File: config.mk
export PLATFORM = sky130hd
export DESIGN_NAME = fifo_ctrl_flat
export DESIGN_NICKNAME = d
export VERILOG_FILES = /design/src/rtl/fifo_ctrl_if.sv /design/src/rtl/fifo_ctrl.sv /design/src/flat_wrapper.sv
export SDC_FILE = /design/constraint.sdc
export NUM_CORES = 1
export LEC_CHECK = 0
export ABC_CLOCK_PERIOD_IN_PS = 6100
export CORE_AREA = 2 2 58 60
export DETAILED_ROUTE_END_ITERATION = 6
export DIE_AREA = 0 0 60 62
export DONT_BUFFER_PORTS = 1
export PLACE_DENSITY = 0.65
export REMOVE_ABC_BUFFERS = 1
export SYNTH_ARGS = -nofsm -noshare
export SYNTH_HDL_FRONTEND = slang
export SYNTH_SLANG_ARGS = --single-unit
export TNS_END_PERCENT = 20
File: constraint.sdc
create_clock -name clk -period 6.1 [get_ports clk]
set_input_delay 1.22 -clock clk [delete_from_list [all_inputs] [get_ports clk]]
set_output_delay 1.22 -clock clk [all_outputs]
set_load 0.05 [all_outputs]
File: src/rtl/fifo_ctrl_if.sv
// fifo_ctrl_if: push/pop request and RAM port bundle for fifo_ctrl.
// Optional feature macro: FIFO_CTRL_ERR_EN (adds sticky overflow/underflow).
interface fifo_ctrl_if #(
    parameter int ADDR_WIDTH = 8
);
    logic                  push;
    logic                  pop;
    logic [ADDR_WIDTH-1:0] w_addr;
    logic                  wr;
    logic [ADDR_WIDTH-1:0] r_addr;
    logic                  rd;
    logic                  rd_valid;
    logic                  full;
    logic                  empty;
    logic                  almost_full;
    logic                  almost_empty;
    logic [ADDR_WIDTH:0]   count;
`ifdef FIFO_CTRL_ERR_EN
    logic                  overflow;
    logic                  underflow;

    modport master (
        output push, pop,
        input  w_addr, wr, r_addr, rd, rd_valid, full, empty,
               almost_full, almost_empty, count, overflow, underflow
    );

    modport slave (
        input  push, pop,
        output w_addr, wr, r_addr, rd, rd_valid, full, empty,
               almost_full, almost_empty, count, overflow, underflow
    );
`else
    modport master (
        output push, pop,
        input  w_addr, wr, r_addr, rd, rd_valid, full, empty,
               almost_full, almost_empty, count
    );

    modport slave (
        input  push, pop,
        output w_addr, wr, r_addr, rd, rd_valid, full, empty,
               almost_full, almost_empty, count
    );
`endif
endinterface

File: src/rtl/fifo_ctrl.sv
// fifo_ctrl: turns an 8-bit dual-port RAM into a 2^ADDR_WIDTH-entry FIFO.
// Wrap-bit pointers give occupancy and flags; rd_valid is rd delayed by one.
// Optional feature macro: FIFO_CTRL_ERR_EN (sticky overflow/underflow flags).
module fifo_ctrl #(
    parameter int ADDR_WIDTH = 8,
    parameter int AF_LEVEL   = 240,
    parameter int AE_LEVEL   = 16
) (
    input logic        clk,
    input logic        reset,
    fifo_ctrl_if.slave bus
);
    localparam logic [ADDR_WIDTH:0] AF_THR = (ADDR_WIDTH+1)'(AF_LEVEL);
    localparam logic [ADDR_WIDTH:0] AE_THR = (ADDR_WIDTH+1)'(AE_LEVEL);

    logic [ADDR_WIDTH:0] wptr_q, wptr_d;
    logic [ADDR_WIDTH:0] rptr_q, rptr_d;
    logic                rd_valid_q, rd_valid_d;
    logic [ADDR_WIDTH:0] count_w;
    logic                full_w, empty_w, wr_w, rd_w;

    // Status flags and request acceptance from registered pointers.
    always_comb begin
        count_w = wptr_q - rptr_q;
        empty_w = (wptr_q == rptr_q);
        full_w  = (wptr_q[ADDR_WIDTH] != rptr_q[ADDR_WIDTH]) &&
                  (wptr_q[ADDR_WIDTH-1:0] == rptr_q[ADDR_WIDTH-1:0]);
        wr_w    = bus.push & ~full_w;
        rd_w    = bus.pop & ~empty_w;
    end

    // Next-state pointers and read-valid pipeline.
    always_comb begin
        wptr_d     = wptr_q + {{ADDR_WIDTH{1'b0}}, wr_w};
        rptr_d     = rptr_q + {{ADDR_WIDTH{1'b0}}, rd_w};
        rd_valid_d = rd_w;
    end

    // Pointer and rd_valid registers; reset discards contents and any pending read.
    always_ff @(posedge clk) begin
        if (reset) begin
            wptr_q     <= '0;
            rptr_q     <= '0;
            rd_valid_q <= 1'b0;
        end else begin
            wptr_q     <= wptr_d;
            rptr_q     <= rptr_d;
            rd_valid_q <= rd_valid_d;
        end
    end

    assign bus.w_addr       = wptr_q[ADDR_WIDTH-1:0];
    assign bus.r_addr       = rptr_q[ADDR_WIDTH-1:0];
    assign bus.wr           = wr_w;
    assign bus.rd           = rd_w;
    assign bus.rd_valid     = rd_valid_q;
    assign bus.full         = full_w;
    assign bus.empty        = empty_w;
    assign bus.count        = count_w;
    assign bus.almost_full  = (count_w >= AF_THR);
    assign bus.almost_empty = (count_w <= AE_THR);

`ifdef FIFO_CTRL_ERR_EN
    logic overflow_q, overflow_d;
    logic underflow_q, underflow_d;

    // Sticky error flags: any request arriving against a full/empty FIFO.
    always_comb begin
        overflow_d  = overflow_q | (bus.push & full_w);
        underflow_d = underflow_q | (bus.pop & empty_w);
    end

    // Error flag registers, cleared only by reset.
    always_ff @(posedge clk) begin
        if (reset) begin
            overflow_q  <= 1'b0;
            underflow_q <= 1'b0;
        end else begin
            overflow_q  <= overflow_d;
            underflow_q <= underflow_d;
        end
    end

    assign bus.overflow  = overflow_q;
    assign bus.underflow = underflow_q;
`endif
endmodule
File: src/flat_wrapper.sv
// flat-port wrapper written by rule: the top's interface ports become plain ports
module fifo_ctrl_flat 
#(
    parameter int ADDR_WIDTH = 8,
    parameter int AF_LEVEL   = 240,
    parameter int AE_LEVEL   = 16
)
  (clk, reset, bus_push, bus_pop, bus_w_addr, bus_wr, bus_r_addr, bus_rd, bus_rd_valid, bus_full, bus_empty, bus_almost_full, bus_almost_empty, bus_count);
  fifo_ctrl_if #(.ADDR_WIDTH(ADDR_WIDTH)) bus_i ();
  input logic clk;
  input logic reset;
  input wire logic [$bits(bus_i.push)-1:0] bus_push;
  input wire logic [$bits(bus_i.pop)-1:0] bus_pop;
  output wire logic [$bits(bus_i.w_addr)-1:0] bus_w_addr;
  output wire logic [$bits(bus_i.wr)-1:0] bus_wr;
  output wire logic [$bits(bus_i.r_addr)-1:0] bus_r_addr;
  output wire logic [$bits(bus_i.rd)-1:0] bus_rd;
  output wire logic [$bits(bus_i.rd_valid)-1:0] bus_rd_valid;
  output wire logic [$bits(bus_i.full)-1:0] bus_full;
  output wire logic [$bits(bus_i.empty)-1:0] bus_empty;
  output wire logic [$bits(bus_i.almost_full)-1:0] bus_almost_full;
  output wire logic [$bits(bus_i.almost_empty)-1:0] bus_almost_empty;
  output wire logic [$bits(bus_i.count)-1:0] bus_count;
  assign bus_i.push = bus_push;
  assign bus_i.pop = bus_pop;
  assign bus_w_addr = bus_i.w_addr;
  assign bus_wr = bus_i.wr;
  assign bus_r_addr = bus_i.r_addr;
  assign bus_rd = bus_i.rd;
  assign bus_rd_valid = bus_i.rd_valid;
  assign bus_full = bus_i.full;
  assign bus_empty = bus_i.empty;
  assign bus_almost_full = bus_i.almost_full;
  assign bus_almost_empty = bus_i.almost_empty;
  assign bus_count = bus_i.count;
  fifo_ctrl #(.ADDR_WIDTH(ADDR_WIDTH), .AF_LEVEL(AF_LEVEL), .AE_LEVEL(AE_LEVEL)) u_core (.clk(clk), .reset(reset), .bus(bus_i));
endmodule
==> Word level (Yosys, flattened, before mapping) <==
Cells that the tools add are included.
{ "op_classes": {"bitwise_logic": 4, "add_sub_neg": 3, "order_cmp": 2, "n_eq_ne": 3, "reduce_logical": 1} }
{ "op_table": {"columns": ["op", "count"], "rows": [
  ["9-bit by 1-bit adder with 9-bit output", 2],
  ["9-bit equality test", 1],
  ["9-bit by 8-bit greater-or-equal comparator with 1-bit output, second input constant", 1],
  ["9-bit by 5-bit less-or-equal comparator with 1-bit output, second input constant", 1],
  ["9-bit subtractor", 1],
  ["8-bit equality test", 1],
  ["1-bit AND", 2],
  ["1-bit inverter", 2],
  ["1-bit logical AND", 1],
  ["1-bit != test", 1]
]} }
{ "totals": {"out_inout_bits": 32, "in_bits": 4, "register_bits": 19, "word_cells": 16} }

==> Depth between registers and ports, before layout <==
{ "depth": {"ltp_word": 5, "mapped_depth": 14} }

==> Least setup slack after synthesis <==
Ideal clock, no wire load.
{ "synth_timing": {"kind": "reg2out", "start": "register u_core.rptr_q[2]", "end": "output port bus_almost_full", "path_buffers": 0, "path_stages_with_launch": 7, "t_arrival_ns": 3.133, "setup_slack_ns": 1.747, "t_required_ns": 4.880, "path_cell_list": "dfxtp_1 -> inv_1 -> ha_1 -> a21oi_2 -> nand2_1 -> o311ai_1 -> a41o_1"} }
{ "synth_via": {"elab_chain_len": 2} }
{ "synth_rtl": {"columns": ["item", "line", "source"], "rows": [
  ["start, declared", "fifo_ctrl.sv:17", "logic [ADDR_WIDTH:0] rptr_q, rptr_d;"],
  ["start signal, assigned", "fifo_ctrl.sv:47", "rptr_q <= rptr_d;"],
  ["9-bit subtractor", "fifo_ctrl.sv:24", "count_w = wptr_q - rptr_q;"],
  ["net bus_count[5]", "flat_wrapper.sv:23", "output wire logic [$bits(bus_i.count)-1:0] bus_count;"],
  ["9-bit by 8-bit greater-or-equal comparator with 1-bit output", "fifo_ctrl.sv:60", "assign bus.almost_full = (count_w >= AF_THR);"],
  ["end, declared", "flat_wrapper.sv:21", "output wire logic [$bits(bus_i.almost_full)-1:0] bus_almost_full;"]
]} }
The timed path passes the listed nets, and every way through them passes these cells.

==> Worst setup path after layout <==
{ "layout_timing": {"start": "register u_core.rptr_q[5]", "end": "output port bus_almost_empty"} }
{ "layout_via": {"elab_chain_len": 2} }
{ "layout_rtl": {"columns": ["item", "line", "source"], "rows": [
  ["9-bit subtractor", "fifo_ctrl.sv:24", null],
  ["9-bit by 5-bit less-or-equal comparator with 1-bit output", "fifo_ctrl.sv:61", "assign bus.almost_empty = (count_w <= AE_THR);"],
  ["end, declared", "flat_wrapper.sv:22", "output wire logic [$bits(bus_i.almost_empty)-1:0] bus_almost_empty;"]
]} }
Every way passes these cells.

==> run summary <==
GLOBAL ROUTING
------------------------------------------------------------------------------------------
Number of global-route vias before repair                                             1037
Total congestion overflow after global routing                                           0
Number of antenna violations at the first check in global routing                        0
Maximum number of pins on one net before global-route repair                            20
Wire length of the first global-routing pass                                       4733 um
Tot GR Track Use                                                                    16.73%

ROUTE
------------------------------------------------------------------------------------------
DR iter-0 viols                                                                         24
Antenna Violating Nets Remaining                                                         0
Per-cell via count in the routed design                                              5.242
Average wire per standard cell                                                    13.95 um
Drt pass-1 iters                                                                         4
WL final                                                                           2887 um
Via count                                                                             1085
Post-detailed-route DRC marker count                                                     0

TIMING
------------------------------------------------------------------------------------------
Total Negative Setup Slacks                                                           0 ns
Setup Skew                                                                     0.007701 ns
Final clock period utilization by the worst path                                    76.97%
Final Slew Violations                                                                    0
Setup violators final                                                                    0
Actual slew at the worst max-slew pin                                             1.101 ns
Achievable Freq                                                                  213.0 MHz
Setup repair after global routing missed its margin                                     no
Headroom to the max-slew limit                                                      26.46%
Hold Vio Cnt, Final                                                                      0
Crit path time final                                                              4.695 ns

CLOCKING
------------------------------------------------------------------------------------------
Post-cts gate resize count                                                               0
Clock edge transition at the registers on the reported setup and hold paths        0.11 ns
Clk buf depth                                                                            2
Latest clock arrival within the worst-skew pair                                    0.29 ns
Clock net sink count                                                                    19
Setup repair bufs after CTS                                                              0
Max H-tree Level                                                                         1
Quantity of hold-fixing buffers added after cts                                          0
Clock buffer count from CTS                                                              3
Clock tree from TritonCTS                                                            built
Clock root buffer                                                             sky130_fd_sc_hd__clkbuf_4

FINAL LAYOUT
------------------------------------------------------------------------------------------
Fraction of layout instances using a drive strength above 1                         9.317%
Number of antenna cells inserted                                                         0
Layout area overhead                                                               -2.468%
Final instance area                                                               1434 um2
Number of nets in the layout                                                           179

PLACEMENT
------------------------------------------------------------------------------------------
Instance area after placement                                                     1408 um2
Detailed placement HPWL                                                            2310 um
Number of buffer cells added on primary ports                                            0
Final weighted congestion of routability-driven global placement                    0.7903

POWER
------------------------------------------------------------------------------------------
Leakage                                                                          0.6119 nW
Switch share                                                                        52.09%
Max IR drop VDD                                                                   116.4 uV
Combinational power share                                                            52.4%
Switching pwr                                                                    0.2340 mW
PD cells                                                                      313.2 nW/um2
Power share of the clock group                                                       13.7%
Internal Power                                                                   0.2151 mW
Proportion of power drawn by flip-flops and latches                                  33.8%

CRITICAL PATH
------------------------------------------------------------------------------------------
Critical Path AT                                                                   3.47 ns
Crit path kind                                                                flop to output port
Critical path launch point type                                                       flop
Data required time of the worst path                                               4.88 ns
Depth of the worst register-to-register path                                            13
R2R Path End                                                                  u_core.rptr_q[8]
Type of destination of the critical path                                       output port
Minimum setup slack among reg-to-reg paths                                         2.02 ns
Reg-to-reg critical path startpoint                                           u_core.rptr_q[5]
Critical path fanouts, max                                                              11

FLOORPLANNING
------------------------------------------------------------------------------------------
Floorplan Core Area                                                               3179 um2
Effective utilization at floorplan                                                  46.24%
Chip Height                                                                          62 um
Top-Level Pins                                                                          36
Die Outline Area                                                                  3720 um2
DIE WIDTH                                                                            60 um
Number of standard-cell rows in the floorplan                                           21

WORST HOLD PATH
------------------------------------------------------------------------------------------
Worst min-delay path startpoint                                               u_core.wptr_q[8]
Min-Delay Path Class                                                          flop to flop
Hold depth                                                                               2
Worst hold endpoint                                                           u_core.wptr_q[8]

LOGIC SYNTHESIS
------------------------------------------------------------------------------------------
Number of instances in the synthesized netlist                                         175
Number of register bits inferred by synthesis                                           19
Total of warnings raised by yosys                                                        0
Synth cell types                                                                        38
Area of the mapped netlist                                                        1470 um2
Sequential element share of the synthesized area                                    25.87%
Avg Inst Size Synth                                                              8.401 um2

RUN STATUS
------------------------------------------------------------------------------------------
Status                                                                        complete, no violations

FLOW RUN
------------------------------------------------------------------------------------------
Max cap viols                                                                            0

[layout make-up]
class / count / area (um2)
tap: 46 / 57.56
inverter: 14 / 52.55
multi-input combinational: 122 / 902.1
timing repair buffer: 2 / 15.01
sequential: 19 / 380.4
clock buffer: 4 / 26.28
fill: 332 / 1745
[cells in the final DEF (no fill, tap or decap)]
cell type | Yosys | final
sky130_fd_sc_hd__nor3_1 | 1 | 1
sky130_fd_sc_hd__or4b_4 | 1 | 1
sky130_fd_sc_hd__and3_1 | 2 | 2
sky130_fd_sc_hd__o311ai_2 | 0 | 1
sky130_fd_sc_hd__a21oi_1 | 8 | 8
sky130_fd_sc_hd__xor2_1 | 4 | 4
sky130_fd_sc_hd__nand2_1 | 8 | 8
sky130_fd_sc_hd__a21oi_2 | 2 | 2
sky130_fd_sc_hd__and2_1 | 1 | 1
sky130_fd_sc_hd__a2111oi_2 | 1 | 1
sky130_fd_sc_hd__nor4bb_4 | 1 | 1
sky130_fd_sc_hd__and3b_1 | 1 | 1
sky130_fd_sc_hd__a41o_1 | 1 | 1
sky130_fd_sc_hd__nand4_4 | 1 | 1
sky130_fd_sc_hd__clkbuf_4 | 0 | 3
sky130_fd_sc_hd__a21o_1 | 3 | 3
sky130_fd_sc_hd__ha_1 | 12 | 12
sky130_fd_sc_hd__nor4b_1 | 1 | 1
sky130_fd_sc_hd__nor2b_1 | 8 | 8
sky130_fd_sc_hd__or3_1 | 6 | 6
sky130_fd_sc_hd__clkbuf_1 | 3 | 1
sky130_fd_sc_hd__o31ai_1 | 1 | 1
sky130_fd_sc_hd__a211oi_2 | 2 | 2
sky130_fd_sc_hd__xnor2_1 | 10 | 10
sky130_fd_sc_hd__nand2b_1 | 2 | 2
sky130_fd_sc_hd__nor3b_1 | 1 | 1
sky130_fd_sc_hd__dfxtp_1 | 19 | 19
sky130_fd_sc_hd__o21ai_0 | 6 | 6
sky130_fd_sc_hd__nor2_1 | 17 | 17
sky130_fd_sc_hd__inv_1 | 14 | 14
sky130_fd_sc_hd__fa_1 | 1 | 1
sky130_fd_sc_hd__o2111a_1 | 1 | 1
sky130_fd_sc_hd__buf_4 | 16 | 2
sky130_fd_sc_hd__mux2i_1 | 1 | 1
sky130_fd_sc_hd__nand3_1 | 10 | 10
sky130_fd_sc_hd__nand4_1 | 2 | 2
sky130_fd_sc_hd__nand3b_1 | 4 | 4
sky130_fd_sc_hd__a21o_2 | 1 | 1
[metal layers]
metal	vias up	routed length (um)	GRT usage (%)	share of wire, %
li1	556	-	-	-
met1	498	1262	20.75	44
met2	29	1467	30.12	51
met3	2	145	2.484	5.0
met4	0	12	4.762	0.42
met5	-	0	0	0
[sequential cells by signal, summed over array words and instances (netlist names)]
| name | flops |
|---|---|
| u_core.wptr_q | 9 |
| u_core.bus.rd_valid | 1 |
| u_core.rptr_q | 9 |
[per-stage QoR]
stage	utilization (%)	hold WS (ns)	power, mW	setup WS, ns	instances
CTS	45.10	0.5058	0.4538	1.394	207
global route	45.10	0.5328	0.4741	1.174	207
finish	45.10	0.5040	0.4491	1.405	207
global placement	44.27	0.4782	0.3906	1.783	203
detailed placement	44.27	0.4894	0.3928	1.734	203
floorplan	-	0.4644	0.3661	1.389	155
[Yosys cell counts]
master	number	area share, %
sky130_fd_sc_hd__a41o_1	1	0.68
sky130_fd_sc_hd__a21oi_2	2	1.2
sky130_fd_sc_hd__a21o_1	3	1.5
sky130_fd_sc_hd__nand3b_1	4	2.0
sky130_fd_sc_hd__buf_6	1	0.77
sky130_fd_sc_hd__o2111a_1	1	0.77
sky130_fd_sc_hd__buf_4	16	8.2
sky130_fd_sc_hd__or3_1	6	2.6
sky130_fd_sc_hd__nor4b_1	1	0.60
sky130_fd_sc_hd__o31ai_1	1	0.51
sky130_fd_sc_hd__o311ai_1	1	0.60
sky130_fd_sc_hd__nor2_1	17	4.3
sky130_fd_sc_hd__o21ai_0	6	2.0
sky130_fd_sc_hd__nor4bb_4	1	1.7
sky130_fd_sc_hd__a21o_2	1	0.60
sky130_fd_sc_hd__nand3_1	10	3.4
sky130_fd_sc_hd__ha_1	12	10
sky130_fd_sc_hd__nor3b_1	1	0.51
sky130_fd_sc_hd__nand4_4	1	1.4
sky130_fd_sc_hd__nor3_1	1	0.34
sky130_fd_sc_hd__clkbuf_1	3	0.77
sky130_fd_sc_hd__and2_1	1	0.43
sky130_fd_sc_hd__xnor2_1	10	6.0
sky130_fd_sc_hd__nand2b_1	2	0.85
sky130_fd_sc_hd__inv_1	14	3.6
sky130_fd_sc_hd__and3_1	2	0.85
sky130_fd_sc_hd__dfxtp_1	19	26
sky130_fd_sc_hd__mux2i_1	1	0.68
sky130_fd_sc_hd__a211oi_2	2	1.7
sky130_fd_sc_hd__or4b_4	1	0.94
sky130_fd_sc_hd__a2111oi_2	1	1.0
sky130_fd_sc_hd__a21oi_1	8	2.7
sky130_fd_sc_hd__xor2_1	4	2.4
sky130_fd_sc_hd__nand2_1	8	2.0
sky130_fd_sc_hd__and3b_1	1	0.60
sky130_fd_sc_hd__fa_1	1	1.4
sky130_fd_sc_hd__nor2b_1	8	3.4
sky130_fd_sc_hd__nand4_1	2	0.85
[worst max-delay path, stage by stage, from the launching register on]
cell and delay [ns]:
sky130_fd_sc_hd__dfxtp_1 0.74, sky130_fd_sc_hd__inv_1 0.12, sky130_fd_sc_hd__ha_1 0.45, sky130_fd_sc_hd__nor4b_1 0.21, sky130_fd_sc_hd__a2111oi_2 0.37, sky130_fd_sc_hd__o311ai_2 0.42
sky130_fd_sc_hd__a21oi_2 0.23, sky130_fd_sc_hd__nor4bb_4 0.64
[kinds of logic after synthesis]
family | Yosys count | share of synthesized area (%)
multiplexers | 1 | 0.6809
AND/OR/NAND/NOR | 67 | 26.89
flip-flops | 19 | 25.87
AO/OA/AOI/OAI | 27 | 13.36
adder cells (fa/ha/maj) | 13 | 11.57
XOR/XNOR | 14 | 8.340
buffers and inverters | 34 | 13.28
[power by group through the flow]
stage	clock network (mW)	registers, mW	logic [mW]
2_1_floorplan	0	0.153	0.213
3_3_place_gp	0	0.155	0.236
3_5_place_dp	0	0.155	0.238
4_1_cts	0.0635	0.152	0.238
5_1_grt	0.0705	0.153	0.251
6_report	0.0617	0.152	0.236
[worst max path at each step]
stage                                start               end  slack, ns  cells past startpoint
final                     u_core.rptr_q[5]  bus_almost_empty       1.41                      7
after global routing      u_core.rptr_q[5]  bus_almost_empty       1.17                      7
after CTS                 u_core.rptr_q[5]  bus_almost_empty       1.39                      7
after detailed placement  u_core.rptr_q[5]  bus_almost_empty       1.73                      7
after global placement    u_core.rptr_q[2]   bus_almost_full       1.78                      6
after floorplan           u_core.rptr_q[2]   bus_almost_full       1.39                      6
Note: power is estimated with default switching activity, not from simulation.
